--- config.mk ---
export PLATFORM = sky130hd
export DESIGN_NAME = qpsk_mod_framer_flat
export DESIGN_NICKNAME = d
export VERILOG_FILES = /design/src/rtl/qpsk_mod_framer_pkg.sv /design/src/rtl/qpsk_mod_framer_if.sv /design/src/rtl/qpsk_mod_framer_lfsr.sv /design/src/rtl/qpsk_mod_framer.sv /design/src/flat_wrapper.sv
export SDC_FILE = /design/constraint.sdc
export NUM_CORES = 1
export LEC_CHECK = 0
export BUFFER_PORTS_ARGS = -buffer_cell sky130_fd_sc_hd__buf_4
export CAP_MARGIN = 20
export CORE_AREA = 8 8 113 115
export DETAILED_ROUTE_END_ITERATION = 8
export DIE_AREA = 0 0 121 123
export GPL_ROUTABILITY_DRIVEN = 1
export HOLD_SLACK_MARGIN = 0.15
export PLACE_DENSITY_LB_ADDON = 0.25
export SYNTH_ARGS = -nofsm -noshare
export SYNTH_HDL_FRONTEND = slang
export SYNTH_HIERARCHICAL = 1
export SYNTH_SLANG_ARGS = --single-unit
--- constraint.sdc ---
create_clock -name axis_data_clk -period 1.8 [get_ports axis_data_clk]
set_input_delay 0.45 -clock axis_data_clk [delete_from_list [all_inputs] [get_ports axis_data_clk]]
set_output_delay 0.45 -clock axis_data_clk [all_outputs]
set_load 0.005 [all_outputs]
--- src/rtl/qpsk_mod_framer_pkg.sv ---
// Shared types and helpers for the QPSK framer: FSM states, the sc16 sample,
// the pilot LFSR taps and the Gray QPSK mapper.
package qpsk_mod_pkg;

  typedef enum logic [1:0] {IDLE, PREAMBLE, PAYLOAD} state_t;

  typedef struct packed {
    logic signed [15:0] i;
    logic signed [15:0] q;
  } sc16_t;

  localparam logic [6:0] LFSR_TAPS     = 7'b1100000;
  localparam int         SYMS_PER_WORD = 16;

  // bits[0] selects the I sign, bits[1] the Q sign; a 1 gives -amp.
  function automatic sc16_t qpsk_map(input logic [1:0] bits, input logic signed [15:0] amp);
    sc16_t s;
    s.i = bits[0] ? -amp : amp;
    s.q = bits[1] ? -amp : amp;
    return s;
  endfunction

endpackage

--- src/rtl/qpsk_mod_framer_if.sv ---
// Payload-in / sample-out AXI-stream pair of the framer. The slave view is the
// framer itself; the master view is whatever feeds and drains it.
interface qpsk_mod_framer_if;
  logic [31:0] in_tdata;
  logic        in_tlast;
  logic        in_tvalid;
  logic        in_tready;
  logic [31:0] out_tdata;
  logic        out_tlast;
  logic        out_tvalid;
  logic        out_tready;

  modport master (
    output in_tdata, in_tlast, in_tvalid, out_tready,
    input  in_tready, out_tdata, out_tlast, out_tvalid
  );

  modport slave (
    input  in_tdata, in_tlast, in_tvalid, out_tready,
    output in_tready, out_tdata, out_tlast, out_tvalid
  );
endinterface

--- src/rtl/qpsk_mod_framer_lfsr.sv ---
// PN7 pilot source (x^7+x^6+1, Fibonacci). load returns to SEED; when load and
// step coincide the register lands one step past SEED.
module qpsk_pilot_lfsr
  import qpsk_mod_pkg::*;
#(
  parameter logic [6:0] SEED = 7'h7F
) (
  input  logic clk,
  input  logic rst_n,
  input  logic load_i,
  input  logic step_i,
  output logic bit_o
);
  logic [6:0] lfsr_q, lfsr_d, base;

  always_comb begin
    base   = load_i ? SEED : lfsr_q;
    lfsr_d = step_i ? {base[5:0], ^(base & LFSR_TAPS)} : base;
  end

  always_ff @(posedge clk or negedge rst_n)
    if (!rst_n) lfsr_q <= SEED;
    else        lfsr_q <= lfsr_d;

  assign bit_o = lfsr_q[6];
endmodule

--- src/rtl/qpsk_mod_framer.sv ---
// QPSK transmit framer: BPSK pilot preamble from a PN7 LFSR, then Gray-mapped
// payload symbols, 16 per 32-bit input word, through one sc16 output register.
module qpsk_mod_framer
  import qpsk_mod_pkg::*;
#(
  parameter int                 PREAMBLE_LEN = 32,
  parameter logic signed [15:0] AMP          = 16'sd11585,
  parameter logic [6:0]         LFSR_SEED    = 7'h7F
) (
  input  logic             axis_data_clk,
  input  logic             axis_data_resetn,
  qpsk_mod_framer_if.slave io
);
  localparam logic [6:0] PIL_LAST = 7'(PREAMBLE_LEN - 1);
  localparam logic [3:0] SYM_LAST = 4'(SYMS_PER_WORD - 1);

  state_t      state_q, state_d;
  logic [6:0]  pil_cnt_q, pil_cnt_d;
  logic [3:0]  sym_cnt_q, sym_cnt_d;
  logic [31:0] shreg_q, shreg_d;
  logic        wlast_q, wlast_d;
  logic        have_q, have_d;
  sc16_t       odata_q, odata_d;
  logic        olast_q, olast_d;
  logic        ovld_q, ovld_d;
  logic        adv, in_rdy, lfsr_load, lfsr_step, pil_bit;

  qpsk_pilot_lfsr #(.SEED(LFSR_SEED)) u_lfsr (
    .clk    (axis_data_clk),
    .rst_n  (axis_data_resetn),
    .load_i (lfsr_load),
    .step_i (lfsr_step),
    .bit_o  (pil_bit)
  );

  // pil_cnt_q is the index of the pilot loaded on the next adv. The final
  // symbol of a frame takes no word: the next frame's first word waits for IDLE.
  assign adv    = !ovld_q || io.out_tready;
  assign in_rdy = adv && ((state_q == PREAMBLE && pil_cnt_q == PIL_LAST) ||
                          (state_q == PAYLOAD && (!have_q || (sym_cnt_q == SYM_LAST && !wlast_q))));

  always_comb begin
    state_d   = state_q;
    pil_cnt_d = pil_cnt_q;
    sym_cnt_d = sym_cnt_q;
    shreg_d   = shreg_q;
    wlast_d   = wlast_q;
    have_d    = have_q;
    odata_d   = odata_q;
    olast_d   = olast_q;
    ovld_d    = ovld_q;
    lfsr_load = 1'b0;
    lfsr_step = 1'b0;
    case (state_q)
      IDLE: if (adv) begin
        ovld_d  = 1'b0;
        olast_d = 1'b0;
        if (io.in_tvalid) begin
          lfsr_load = 1'b1;
          lfsr_step = 1'b1;
          odata_d   = qpsk_map({2{LFSR_SEED[6]}}, AMP);
          ovld_d    = 1'b1;
          pil_cnt_d = 7'd1;
          state_d   = (PIL_LAST == 7'd0) ? PAYLOAD : PREAMBLE;
        end
      end
      PREAMBLE: if (adv) begin
        lfsr_step = 1'b1;
        odata_d   = qpsk_map({2{pil_bit}}, AMP);
        ovld_d    = 1'b1;
        olast_d   = 1'b0;
        pil_cnt_d = pil_cnt_q + 7'd1;
        if (pil_cnt_q == PIL_LAST) state_d = PAYLOAD;
      end
      PAYLOAD: if (adv) begin
        ovld_d  = 1'b0;
        olast_d = 1'b0;
        if (have_q) begin
          odata_d   = qpsk_map(shreg_q[{sym_cnt_q, 1'b0} +: 2], AMP);
          ovld_d    = 1'b1;
          sym_cnt_d = sym_cnt_q + 4'd1;
          if (sym_cnt_q == SYM_LAST) begin
            have_d = 1'b0;
            if (wlast_q) begin
              olast_d = 1'b1;
              wlast_d = 1'b0;
              state_d = IDLE;
            end
          end
        end
      end
      default: state_d = IDLE;
    endcase
    if (in_rdy && io.in_tvalid) begin
      shreg_d   = io.in_tdata;
      wlast_d   = io.in_tlast;
      have_d    = 1'b1;
      sym_cnt_d = 4'd0;
    end
  end

  always_ff @(posedge axis_data_clk or negedge axis_data_resetn)
    if (!axis_data_resetn) begin
      state_q   <= IDLE;
      pil_cnt_q <= '0;
      sym_cnt_q <= '0;
      shreg_q   <= '0;
      wlast_q   <= 1'b0;
      have_q    <= 1'b0;
      odata_q   <= '0;
      olast_q   <= 1'b0;
      ovld_q    <= 1'b0;
    end else begin
      state_q   <= state_d;
      pil_cnt_q <= pil_cnt_d;
      sym_cnt_q <= sym_cnt_d;
      shreg_q   <= shreg_d;
      wlast_q   <= wlast_d;
      have_q    <= have_d;
      odata_q   <= odata_d;
      olast_q   <= olast_d;
      ovld_q    <= ovld_d;
    end

  assign io.in_tready  = in_rdy;
  assign io.out_tdata  = odata_q;
  assign io.out_tlast  = olast_q;
  assign io.out_tvalid = ovld_q;
endmodule
--- src/flat_wrapper.sv ---
// flat-port wrapper written by rule: the top's interface ports become plain ports
module qpsk_mod_framer_flat import qpsk_mod_pkg::*;
#(
  parameter int                 PREAMBLE_LEN = 32,
  parameter logic signed [15:0] AMP          = 16'sd11585,
  parameter logic [6:0]         LFSR_SEED    = 7'h7F
)
  (axis_data_clk, axis_data_resetn, io_in_tdata, io_in_tlast, io_in_tvalid, io_out_tready, io_in_tready, io_out_tdata, io_out_tlast, io_out_tvalid);
  qpsk_mod_framer_if io_i ();
  input  logic axis_data_clk;
  input  logic axis_data_resetn;
  input wire logic [$bits(io_i.in_tdata)-1:0] io_in_tdata;
  input wire logic [$bits(io_i.in_tlast)-1:0] io_in_tlast;
  input wire logic [$bits(io_i.in_tvalid)-1:0] io_in_tvalid;
  input wire logic [$bits(io_i.out_tready)-1:0] io_out_tready;
  output wire logic [$bits(io_i.in_tready)-1:0] io_in_tready;
  output wire logic [$bits(io_i.out_tdata)-1:0] io_out_tdata;
  output wire logic [$bits(io_i.out_tlast)-1:0] io_out_tlast;
  output wire logic [$bits(io_i.out_tvalid)-1:0] io_out_tvalid;
  assign io_i.in_tdata = io_in_tdata;
  assign io_i.in_tlast = io_in_tlast;
  assign io_i.in_tvalid = io_in_tvalid;
  assign io_i.out_tready = io_out_tready;
  assign io_in_tready = io_i.in_tready;
  assign io_out_tdata = io_i.out_tdata;
  assign io_out_tlast = io_i.out_tlast;
  assign io_out_tvalid = io_i.out_tvalid;
  qpsk_mod_framer #(.PREAMBLE_LEN(PREAMBLE_LEN), .AMP(AMP), .LFSR_SEED(LFSR_SEED)) u_core (.axis_data_clk(axis_data_clk), .axis_data_resetn(axis_data_resetn), .io(io_i));
endmodule
==> run_results.csv, run 1 <==
group,metric,value,unit
logic_synthesis,syn_area_per_cell,12.0,sq um
power,pwr-share-clk,20.1,%
logic_synthesis,synthSimpleGateAreaFrac,10.5,%
global_route,grt_max_degree,35,
logic_synthesis,yosys-top-cells-area,"dfrtp_1 42%, buf_4 7.0%, mux2_2 6.7%, dfstp_2 5.7%, mux2_1 5.3%",
logic_synthesis,synth_cell_types,43,
outcome,violations,"setup timing",
logic_synthesis,synth_top_area_share,42.0,%
setup_path,cp.required,1.35,ns
timing,final_hold_viol_count,0,
place,dp_cells,482,
floorplanning,die_h,123,um
run,cap_viol_max_count,0,
logic_synthesis,ys_ff_latch,61,
floorplanning,pin_count,72,
logic_synthesis,synth_area,0.00321,sq mm
timing,whs,0.353,ns
power,p_seq_share,31.3,%
timing,finClkSkew,0.00872,ns
power,switching_power,0.00265,W
logic_synthesis,yosysTopAreaCell,"dfrtp_1",
logic_synthesis,ys_seq_area_share,47.8,%
power,p_comb_share,48.5,%
cells_and_area,mostFrequentLayoutCells,"113 x buf_4, 52 x dfrtp_1, 33 x mux2_4, 15 x nor2_1, 12 x nand2_1",
setup_path,worstSetupStartpointType,"flip-flop",
clocking,clock_latency,0.33,ns
floorplanning,coreArea,0.0111,sq mm
drt,wl_per_cell,16.7,um
floorplanning,std_cell_rows,39,
clocking,cts_tree,"done",
timing,drv_slew,0,
power,p_leak,2.18,nW
hold_path,worstHoldPathCells,2,
timing,tns,-1.47,ns
logic_synthesis,synth_compound_area_share,7.12,%
cells_and_area,final_cell_area,0.00479,sq mm
cells_and_area,syn2layout_area_growth,48.9,%
drt,totalWireLength,8.62,mm
outcome,outcome,"finished with violations",
global_route,grt_pass1_vias,2690,
global_route,antenna_found_initial,0,
cells_and_area,fin_cells,516,
clocking,htreeDepth,3,
logic_synthesis,synth-xor-area-share,2.45,%
setup_path,ff2ff_path_depth,6,
drt,via_count,2409,
floorplanning,initial_utilization,29.0,%
drt,via_per_inst,4.67,
logic_synthesis,synthMuxAreaShare,20.0,%
drt,drtIter0Drc,114,
logic_synthesis,synthAdderAreaFrac,2.34,%
drt,drcViolationCount,0,
timing,fmax,0.517,GHz
power,internal-power,0.00562,W
clocking,numCtsBuffers,9,
power,power,0.00827,W
place,portBuffers,71,
global_route,grt_remaining_overflow,0,
place,placed_area,0.00398,sq mm
setup_path,cp_max_fo,2,
cells_and_area,layout-drive-gt1-share,60.3,%
logic_synthesis,synthesis.yosys.warnings,6,
clocking,root_buffer,"clkbuf_16",
logic_synthesis,synth_top_family_by_area,"multiplexers",
setup_path,path_cells,"ha_2, nand3_2, o21ai_2, a22oi_2, nor2_2, buf_4",
drt,firstDrtPassIters,4,
timing,layout_min_cycle_time,1.94,ns
cells_and_area,nets,411,
setup_path,cp_slowest_cell,"dfrtp_1",
clocking,cts_buffer_depth,2,
timing,setup_viol,38,
drt,ant_nets,0,
place,routabilityCongestion,0.768,
floorplanning,design.die.area,0.0149,sq mm
clocking,cts.sinks,61,
floorplanning,fp.dieW,121,um
global_route,grtUsageTotal,11.8,%
clocking,path_clk_slew,0.05,ns
logic_synthesis,synthCells,267,
power,sw_frac_of_total,32.0,%
setup_path,criticalPathCategory,"reg -> out",
setup_path,endpoint_kind,"output port",
global_route,grt_pass1_wl,13.6,mm
cells_and_area,antenna-diode-count,0,
timing,fin_crit_sh,108,%
logic_synthesis,synth_nets,310,
setup_path,cpPeakStageDelay,0.38,ns
timing,rsz0062_at_grt,"yes",
setup_path,cp_data_arrival_time,1.49,ns
power,power_density,1730,mW/mm^2
timing,tightestPinTransition,0.370,ns
hold_path,hp-class,"in -> reg",
timing,slew_headroom,74.9,%
place,hpwl,5.74,mm
timing,setup_ws,-0.136,ns
cells_and_area,layout_commonest_cell,"buf_4",
power,max-vdd-ir-drop,0.698,mV
## worst max-delay path, delay by kind of cell, from the launching register on
kind	cells	cell delay, ns
AOI/OAI and AO/OA	2	0.25
adders and majority gates	1	0.21
buffers and inverters	1	0.12
DFF	1	0.38
and+or+nand+nor	2	0.19
## sequential cells by signal, indices dropped and copies added (netlist names)
signal	count
u_core/io.out_tvalid	1
u_core/wlast_q	1
u_core/have_q	1
u_core/shreg_q	32
u_core/sym_cnt_q	4
u_core/u_lfsr/lfsr_q	7
u_core/io.out_tlast	1
u_core/state_q	2
u_core/pil_cnt_q	7
u_core/io.out_tdata	5
## per-stage QoR
step	setup WS [ns]	util, %
6_report	-0.136	43.2
5_1_grt	-0.220	43.2
4_1_cts	-0.172	43.4
3_5_place_dp	-0.170	35.9
3_3_place_gp	-0.119	35.9
2_1_floorplan	0.000137	-
## cell type report
cell class	count	area, sq um
fill	1035	6290
multi-input combinational	160	1610
sequential	61	1540
timing repair buffer	130	1140
clock buffer	13	280
tap	143	179
inverter	6	22.5
clock inverter	3	17.5
## power by group through the flow
stage | combinational, W | sequential [W] | clock, W
3_5_place_dp | 0.00325 | 0.00255 | 0
3_3_place_gp | 0.00318 | 0.00252 | 0
2_1_floorplan | 0.00223 | 0.00238 | 0
5_1_grt | 0.00439 | 0.00265 | 0.00176
6_report | 0.00401 | 0.00259 | 0.00166
4_1_cts | 0.00385 | 0.00257 | 0.00171
## cells in the mapped netlist
| cell | count |
|---|---|
| nor2_1 | 17 |
| nand3_1 | 8 |
| mux2_1 | 15 |
| o21ai_0 | 2 |
| a32o_1 | 1 |
| nand2b_1 | 5 |
| xnor2_1 | 9 |
| ha_1 | 6 |
| buf_1 | 1 |
| a211o_1 | 8 |
| o31ai_1 | 3 |
| o31a_1 | 1 |
| buf_6 | 2 |
| dfrtp_1 | 54 |
| nor3_1 | 6 |
| o21ai_1 | 1 |
| inv_1 | 6 |
| nor4b_1 | 2 |
| buf_2 | 4 |
| mux2_2 | 19 |
| or2b_2 | 1 |
| clkbuf_8 | 1 |
| nor3b_1 | 3 |
| buf_4 | 30 |
| o211ai_1 | 1 |
| nor2b_1 | 7 |
| o22ai_1 | 2 |
| nor4_1 | 1 |
| o2111ai_1 | 1 |
| nor2b_2 | 1 |
| a21oi_1 | 6 |
| or3_1 | 1 |
| a22o_1 | 1 |
| nand2_1 | 14 |
| a22oi_1 | 1 |
| clkbuf_1 | 2 |
| mux2i_1 | 2 |
| nand4_1 | 1 |
| mux4_1 | 4 |
| mux4_2 | 6 |
| dfstp_2 | 7 |
| o41ai_1 | 1 |
| a31oi_1 | 3 |
## repair_timing
action                     4_1_cts  5_1_grt
hold endpoints to repair        20        0
pin swaps                        9       11
setup endpoints to repair       42       49
setup buffers                   12        5
hold buffers                     1        0
gates cloned                     7        0
gates resized for setup         62       24
## layer usage
metal | share of wire [%] | vias to the layer above | routed length, um | global-route usage [%]
li1 | - | 1122 | - | -
met1 | 44 | 1165 | 3790 | 13.8
met2 | 46 | 101 | 3920 | 19.3
met5 | 0 | - | 0 | 0
met3 | 7.5 | 21 | 644 | 3.65
met4 | 3.0 | 0 | 261 | 5.93
## cell families (layout without fill, tap and decap cells)
logic type	Yosys count	in the layout
AND/OR/NAND/NOR	67	67
flip-flops	61	61
XOR/XNOR	9	9
adder cells (fa/ha/maj)	6	6
multiplexers	46	46
AO/OA/AOI/OAI	32	32
buffers and inverters	46	152
## worst paths after layout
check | startpoint | end | slack, ns
worst min-delay path | io_in_tdata[30] | u_core/shreg_q[30] | 0.35
worst min register to register | u_core/io.out_tdata[16] | u_core/io.out_tdata[16] | 0.50
max in group asynchronous | axis_data_resetn | u_core/have_q | 0.71
worst max register to register | u_core/sym_cnt_q[0] | u_core/io.out_tdata[29] | -0.13
min in group asynchronous | axis_data_resetn | u_core/shreg_q[10] | 0.58
worst max-delay path | u_core/sym_cnt_q[1] | io_in_tready | -0.14
Note: power is estimated with default switching activity, not from simulation.
==> run 2: changes to the inputs <==
PLACE_DENSITY = 0.48   (was default)
PLACE_DENSITY_LB_ADDON = default   (was 0.25)
==> run_results.csv, run 2 (synthesis results as in run 1) <==
group,metric,value,unit
timing,setup_viol,40,
power,p_leak,2.17,nW
floorplanning,initial_utilization,29.0,%
outcome,outcome,"finished with violations",
cells_and_area,final-seq-area,0.00154,sq mm
cells_and_area,antenna-diode-count,0,
global_route,grt_pass1_vias,2476,
drt,via_count,2347,
clocking,cts.sinks,61,
floorplanning,coreArea,0.0111,sq mm
setup_path,cp_max_fo,5,
place,portBuffers,71,
clocking,clock_latency,0.32,ns
floorplanning,std_cell_rows,39,
timing,drv_slew,0,
cells_and_area,largest_register_ffs,32,
floorplanning,pin_count,72,
hold_path,hp-class,"in -> reg",
clocking,path_clk_slew,0.05,ns
cells_and_area,mostFrequentLayoutCells,"115 x buf_4, 54 x dfrtp_1, 32 x mux2_4, 14 x nor2_1, 12 x nand2_1",
power,power_density,1750,mW/mm^2
run,cap_viol_max_count,0,
setup_path,worstSetupStartpointType,"flip-flop",
timing,layout_min_cycle_time,1.95,ns
setup_path,cp_data_arrival_time,2.21,ns
timing,finClkSkew,0.00580,ns
cells_and_area,top_regs,"u_core/shreg_q (32), u_core/pil_cnt_q (7), u_core/u_lfsr/lfsr_q (7)",
timing,slew_headroom,68.5,%
timing,rsz0062_at_grt,"yes",
power,max-vdd-ir-drop,0.792,mV
global_route,grt_remaining_overflow,0,
clocking,numCtsBuffers,9,
global_route,antenna_found_initial,0,
cells_and_area,syn2layout_area_growth,48.9,%
cells_and_area,layout-drive-gt1-share,59.1,%
cells_and_area,nFillCells,1045,
global_route,grtUsageTotal,10.7,%
global_route,grt_pass1_wl,12.7,mm
setup_path,cp.required,2.06,ns
cells_and_area,regMostFlops,"u_core/shreg_q",
drt,firstDrtPassIters,4,
clocking,root_buffer,"clkbuf_16",
cells_and_area,layout_commonest_cell,"buf_4",
place,routabilityCongestion,0.764,
outcome,violations,"setup timing",
drt,drcViolationCount,0,
setup_path,endpoint_kind,"flip-flop",
drt,ant_nets,0,
timing,setup_ws,-0.153,ns
setup_path,criticalPathCategory,"reg -> reg",
drt,wl_per_cell,15.4,um
global_route,grt_max_degree,28,
clocking,htreeDepth,3,
place,hpwl,5.47,mm
clocking,cts_tree,"done",
cells_and_area,final_cell_area,0.00478,sq mm
cells_and_area,multi_input_comb_area,0.00162,sq mm
floorplanning,fp.dieW,121,um
clocking,cts_buffer_depth,2,
setup_path,r2r_start,"u_core/sym_cnt_q[0]",
hold_path,min_from,"io_in_tdata[0]",
timing,fin_crit_sh,109,%
timing,tns,-3.88,ns
drt,drtIter0Drc,53,
setup_path,cp-startpoint,"u_core/sym_cnt_q[0]",
cells_and_area,nets,412,
timing,final_hold_viol_count,0,
place,placed_area,0.00399,sq mm
drt,via_per_inst,4.54,
timing,tightestPinTransition,0.471,ns
timing,fmax,0.512,GHz
floorplanning,design.die.area,0.0149,sq mm
floorplanning,die_h,123,um
drt,totalWireLength,7.94,mm
run 2: final timing paths:
kind                                           end  slack, ns  cells after the start
hold reg to reg                u_core/io.out_tlast       0.49                      2
min in group asynchronous       u_core/shreg_q[14]       0.57                      2
hold / removal                   u_core/shreg_q[0]       0.36                      2
setup reg to reg           u_core/io.out_tdata[13]      -0.15                      6
max in group asynchronous  u_core/u_lfsr/lfsr_q[5]       0.63                      3
setup / recovery           u_core/io.out_tdata[13]      -0.15                      6
run 2: through the flow:
| step | hold slack, ns | util [%] | setup WS, ns | std cells | total power [W] |
|---|---|---|---|---|---|
| final | 0.357 | 43.2 | -0.153 | 517 | 0.00838 |
| after global routing | 0.349 | 43.2 | -0.213 | 517 | 0.00894 |
| after CTS | 0.339 | 41.5 | -0.178 | 508 | 0.00813 |
| after detailed placement | 0.373 | 36.0 | -0.127 | 481 | 0.00576 |
| after global placement | 0.368 | 36.0 | -0.105 | 481 | 0.00572 |
| after floorplan | 0.154 | - | 0.000137 | 267 | 0.00462 |
run 2: layout make-up:
type,instances,area share [%]
inverter,6,0.471
clock buffer,13,5.44
multi-input combinational,160,33.8
timing repair buffer,131,23.1
clock inverter,3,1.41
tap,143,3.74
sequential,61,32.1
run 2: layer usage:
metal  global-route usage, %  routed length [um]
met1                    14.3                3830
met4                    2.11                  27
met5                       0                   0
met2                    16.2                3510
met3                    3.97                 573
run 2: repair_timing:
| action | 4_1_cts | 5_1_grt |
|---|---|---|
| setup endpoints to repair | 42 | 50 |
| resized for setup | 45 | 35 |
| cloned | 2 | 3 |
| hold buffers | 1 | 0 |
| setup buffers | 9 | 10 |
| pin swaps | 7 | 10 |
| hold endpoints to repair | 20 | 0 |
run 2: power breakdown:
part	switching [W]	leakage (nW)	internal, W
clock network	0.000581	0.156	0.00129
registers	0.000473	0.745	0.00205
logic	0.00153	1.27	0.00245
run 2: critical path, cell delays in order, from the launching register on:
cell	delay, ns
dfrtp_1	0.36
buf_6	0.12
buf_8	0.11
mux4_2	0.51
mux4_2	0.54
nor3_2	0.14
a211o_1	0.11
==> run 3: changes to the inputs <==
ABC_AREA = 1   (was default)
CORE_AREA = 8 8 114 116   (was 8 8 113 115)
DIE_AREA = 0 0 122 124   (was 0 0 121 123)
==> run_results.csv, run 3 <==
group,metric,value,unit
hold_path,worstHoldPathCells,3,
drt,wl_per_cell,14.1,um
cells_and_area,top_regs,"u_core/shreg_q (32), u_core/pil_cnt_q (7), u_core/u_lfsr/lfsr_q (7)",
clocking,path_clk_slew,0.05,ns
clocking,cts_buffer_depth,2,
setup_path,ff2ff_path_depth,13,
power,max-vdd-ir-drop,0.519,mV
global_route,grt_remaining_overflow,0,
logic_synthesis,synthesis.yosys.warnings,6,
global_route,grt_max_degree,37,
timing,rsz0062_at_grt,"yes",
floorplanning,coreArea,0.0112,sq mm
cells_and_area,layout_commonest_cell,"nand2_1",
floorplanning,initial_utilization,29.5,%
run,cap_viol_max_count,0,
setup_path,path_depth,7,
place,routabilityCongestion,0.775,
outcome,violations,"setup timing",
global_route,antenna_found_initial,0,
cells_and_area,mostFrequentLayoutCells,"167 x nand2_1, 88 x buf_4, 53 x dfrtp_1, 28 x nor2_1, 26 x inv_1",
global_route,grt_pass1_wl,13.9,mm
drt,via_per_inst,4.53,
timing,slew_headroom,71.2,%
power,power_density,1630,mW/mm^2
timing,fmax,0.497,GHz
logic_synthesis,ys_seq_area_share,46.5,%
setup_path,cpPeakStageDelay,0.44,ns
timing,setup_viol,39,
logic_synthesis,synth_nets,481,
power,p_leak,2.39,nW
outcome,outcome,"finished with violations",
place,portBuffers,71,
floorplanning,fp.dieW,122,um
setup_path,criticalPathCategory,"reg -> out",
timing,tns,-5.29,ns
floorplanning,std_cell_rows,39,
cells_and_area,syn2layout_area_growth,40.5,%
logic_synthesis,synth-async-reset-ratio,100,%
drt,via_count,3019,
logic_synthesis,synth_ff_type,"dfrtp_1",
drt,firstDrtPassIters,4,
logic_synthesis,synth_area,0.00330,sq mm
setup_path,endpoint_kind,"output port",
drt,totalWireLength,9.41,mm
setup_path,worstSetupStartpointType,"flip-flop",
timing,finClkSkew,0.00555,ns
cells_and_area,antenna-diode-count,0,
clocking,cts.sinks,61,
timing,final_hold_viol_count,0,
timing,tightestPinTransition,0.431,ns
global_route,grt_pass1_vias,2955,
setup_path,path_cells,"inv_2, ha_1, inv_2, nor2_4, nand2_1, nand2_2, buf_6",
cells_and_area,layout-drive-gt1-share,34.2,%
logic_synthesis,synth_cell_types,31,
timing,fin_crit_sh,112,%
place,hpwl,5.94,mm
drt,ant_nets,0,
clocking,clock_latency,0.33,ns
cells_and_area,regMostFlops,"u_core/shreg_q",
clocking,htreeDepth,3,
cells_and_area,final_cell_area,0.00463,sq mm
hold_path,hp-class,"in -> reg",
setup_path,critical_path.top_delay_family,"flip-flops",
cells_and_area,nets,562,
logic_synthesis,synth.most_common_cell,"nand2_1",
logic_synthesis,ys_ff_latch,61,
logic_synthesis,yosys-top-cells-area,"dfrtp_1 41%, nand2_1 22%, buf_4 6.1%, dfstp_2 5.6%, nor2_1 3.8%",
floorplanning,pin_count,72,
timing,setup_ws,-0.212,ns
clocking,cts_tree,"done",
logic_synthesis,synth_common_cells,"191 x nand2_1, 54 x dfrtp_1, 33 x nor2_1",
logic_synthesis,synth_edf_count,0,
floorplanning,design.die.area,0.0151,sq mm
clocking,numCtsBuffers,9,
timing,layout_min_cycle_time,2.01,ns
floorplanning,die_h,124,um
drt,drtIter0Drc,159,
logic_synthesis,yosysTopAreaCell,"dfrtp_1",
cells_and_area,largest_register_ffs,32,
drt,drcViolationCount,0,
setup_path,cp.required,1.35,ns
logic_synthesis,syn_area_per_cell,7.53,sq um
setup_path,cp_slowest_cell,"dfrtp_2",
cells_and_area,finish.utilization,41.5,%
logic_synthesis,synthCells,438,
logic_synthesis,synth_top_area_share,41.0,%
global_route,grtUsageTotal,11.5,%
setup_path,crit_top_cell,"inv_2",
setup_path,cp_max_fo,5,
clocking,root_buffer,"clkbuf_16",
timing,drv_slew,0,
setup_path,cp_data_arrival_time,1.56,ns
place,placed_area,0.00386,sq mm
setup_path,critPathBufInv,3,
[run 3: changes by cell type after synthesis, moves of 5 or more]
| cell | previous run | this run |
|---|---|---|
| inv_1 | 6 | 32 |
| nor2_1 | 17 | 33 |
| nand2b_1 | 5 | 0 |
| o21ai_0 | 2 | 23 |
| xnor2_1 | 9 | 0 |
| mux2_2 | 19 | 0 |
| mux2_1 | 15 | 0 |
| mux4_2 | 6 | 0 |
| a211o_1 | 8 | 0 |
| nand3_1 | 8 | 18 |
| nor2b_1 | 7 | 0 |
| nand2_1 | 14 | 191 |
[run 3: worst paths after layout]
path	startpoint	end	slack (ns)
worst min-delay path	io_in_tdata[31]	u_core/shreg_q[31]	0.31
worst min register to register	u_core/shreg_q[23]	u_core/shreg_q[23]	0.47
max in group asynchronous	axis_data_resetn	u_core/u_lfsr/lfsr_q[3]	0.69
min in group asynchronous	axis_data_resetn	u_core/pil_cnt_q[4]	0.54
worst max register to register	u_core/state_q[1]	u_core/shreg_q[9]	-0.18
worst max-delay path	u_core/state_q[1]	io_in_tready	-0.21
[run 3: report_power, final]
group | internal, W | switching, W
combinational | 0.00153 | 0.00184
sequential | 0.00201 | 0.000476
clock | 0.00108 | 0.000603
[run 3: metrics by stage]
step	setup WS [ns]	hold slack, ns	power [W]	instances
2_1_floorplan	0.152	0.154	0.00448	438
3_3_place_gp	-0.00142	0.349	0.00532	628
3_5_place_dp	-0.0422	0.350	0.00535	628
4_1_cts	-0.218	0.301	0.00716	648
5_1_grt	-0.298	0.312	0.00817	667
6_report	-0.212	0.315	0.00754	667
[run 3: kinds of logic (layout without fill, tap and decap cells)]
kind of cell,count (synthesis),in the layout,share of synthesized area [%]
flip-flops,61,61,46.5
XOR/XNOR,3,3,0.797
AO/OA/AOI/OAI,38,38,6.15
adder cells (fa/ha/maj),6,6,2.28
AND/OR/NAND/NOR,258,259,31.8
buffers and inverters,72,157,12.5
[run 3: repair_timing]
item,in CTS,in global routing
endpoints found under the setup margin,39,57
hold buffers,1,0
endpoints found under the hold margin,12,0
pin swaps,3,8
buffers inserted,3,8
cloned,0,11
resized for setup,10,58
[run 3: per-layer routing]
metal  vias to the layer above  GRT usage [%]  share of wire (%)
met5                         -              0                  0
met4                         0           4.63                1.5
met3                        12           3.49                5.0
met2                        65           19.4                 50
met1                      1445           13.4                 43
li1                       1497              -                  -
[run 3: final cells by class]
| class | instances | area [sq um] |
|---|---|---|
| clock buffer | 15 | 288 |
| clock inverter | 1 | 5.00 |
| fill | 1107 | 6540 |
| inverter | 34 | 140 |
| multi-input combinational | 306 | 1530 |
| sequential | 61 | 1540 |
| tap | 143 | 179 |
| timing repair buffer | 102 | 895 |
| timing repair inverter | 5 | 63.8 |
[run 3: worst min-delay path, cell delays in order]
cell	delay, ns
buf_4	0.07
nand2_1	0.04
nand2_1	0.04
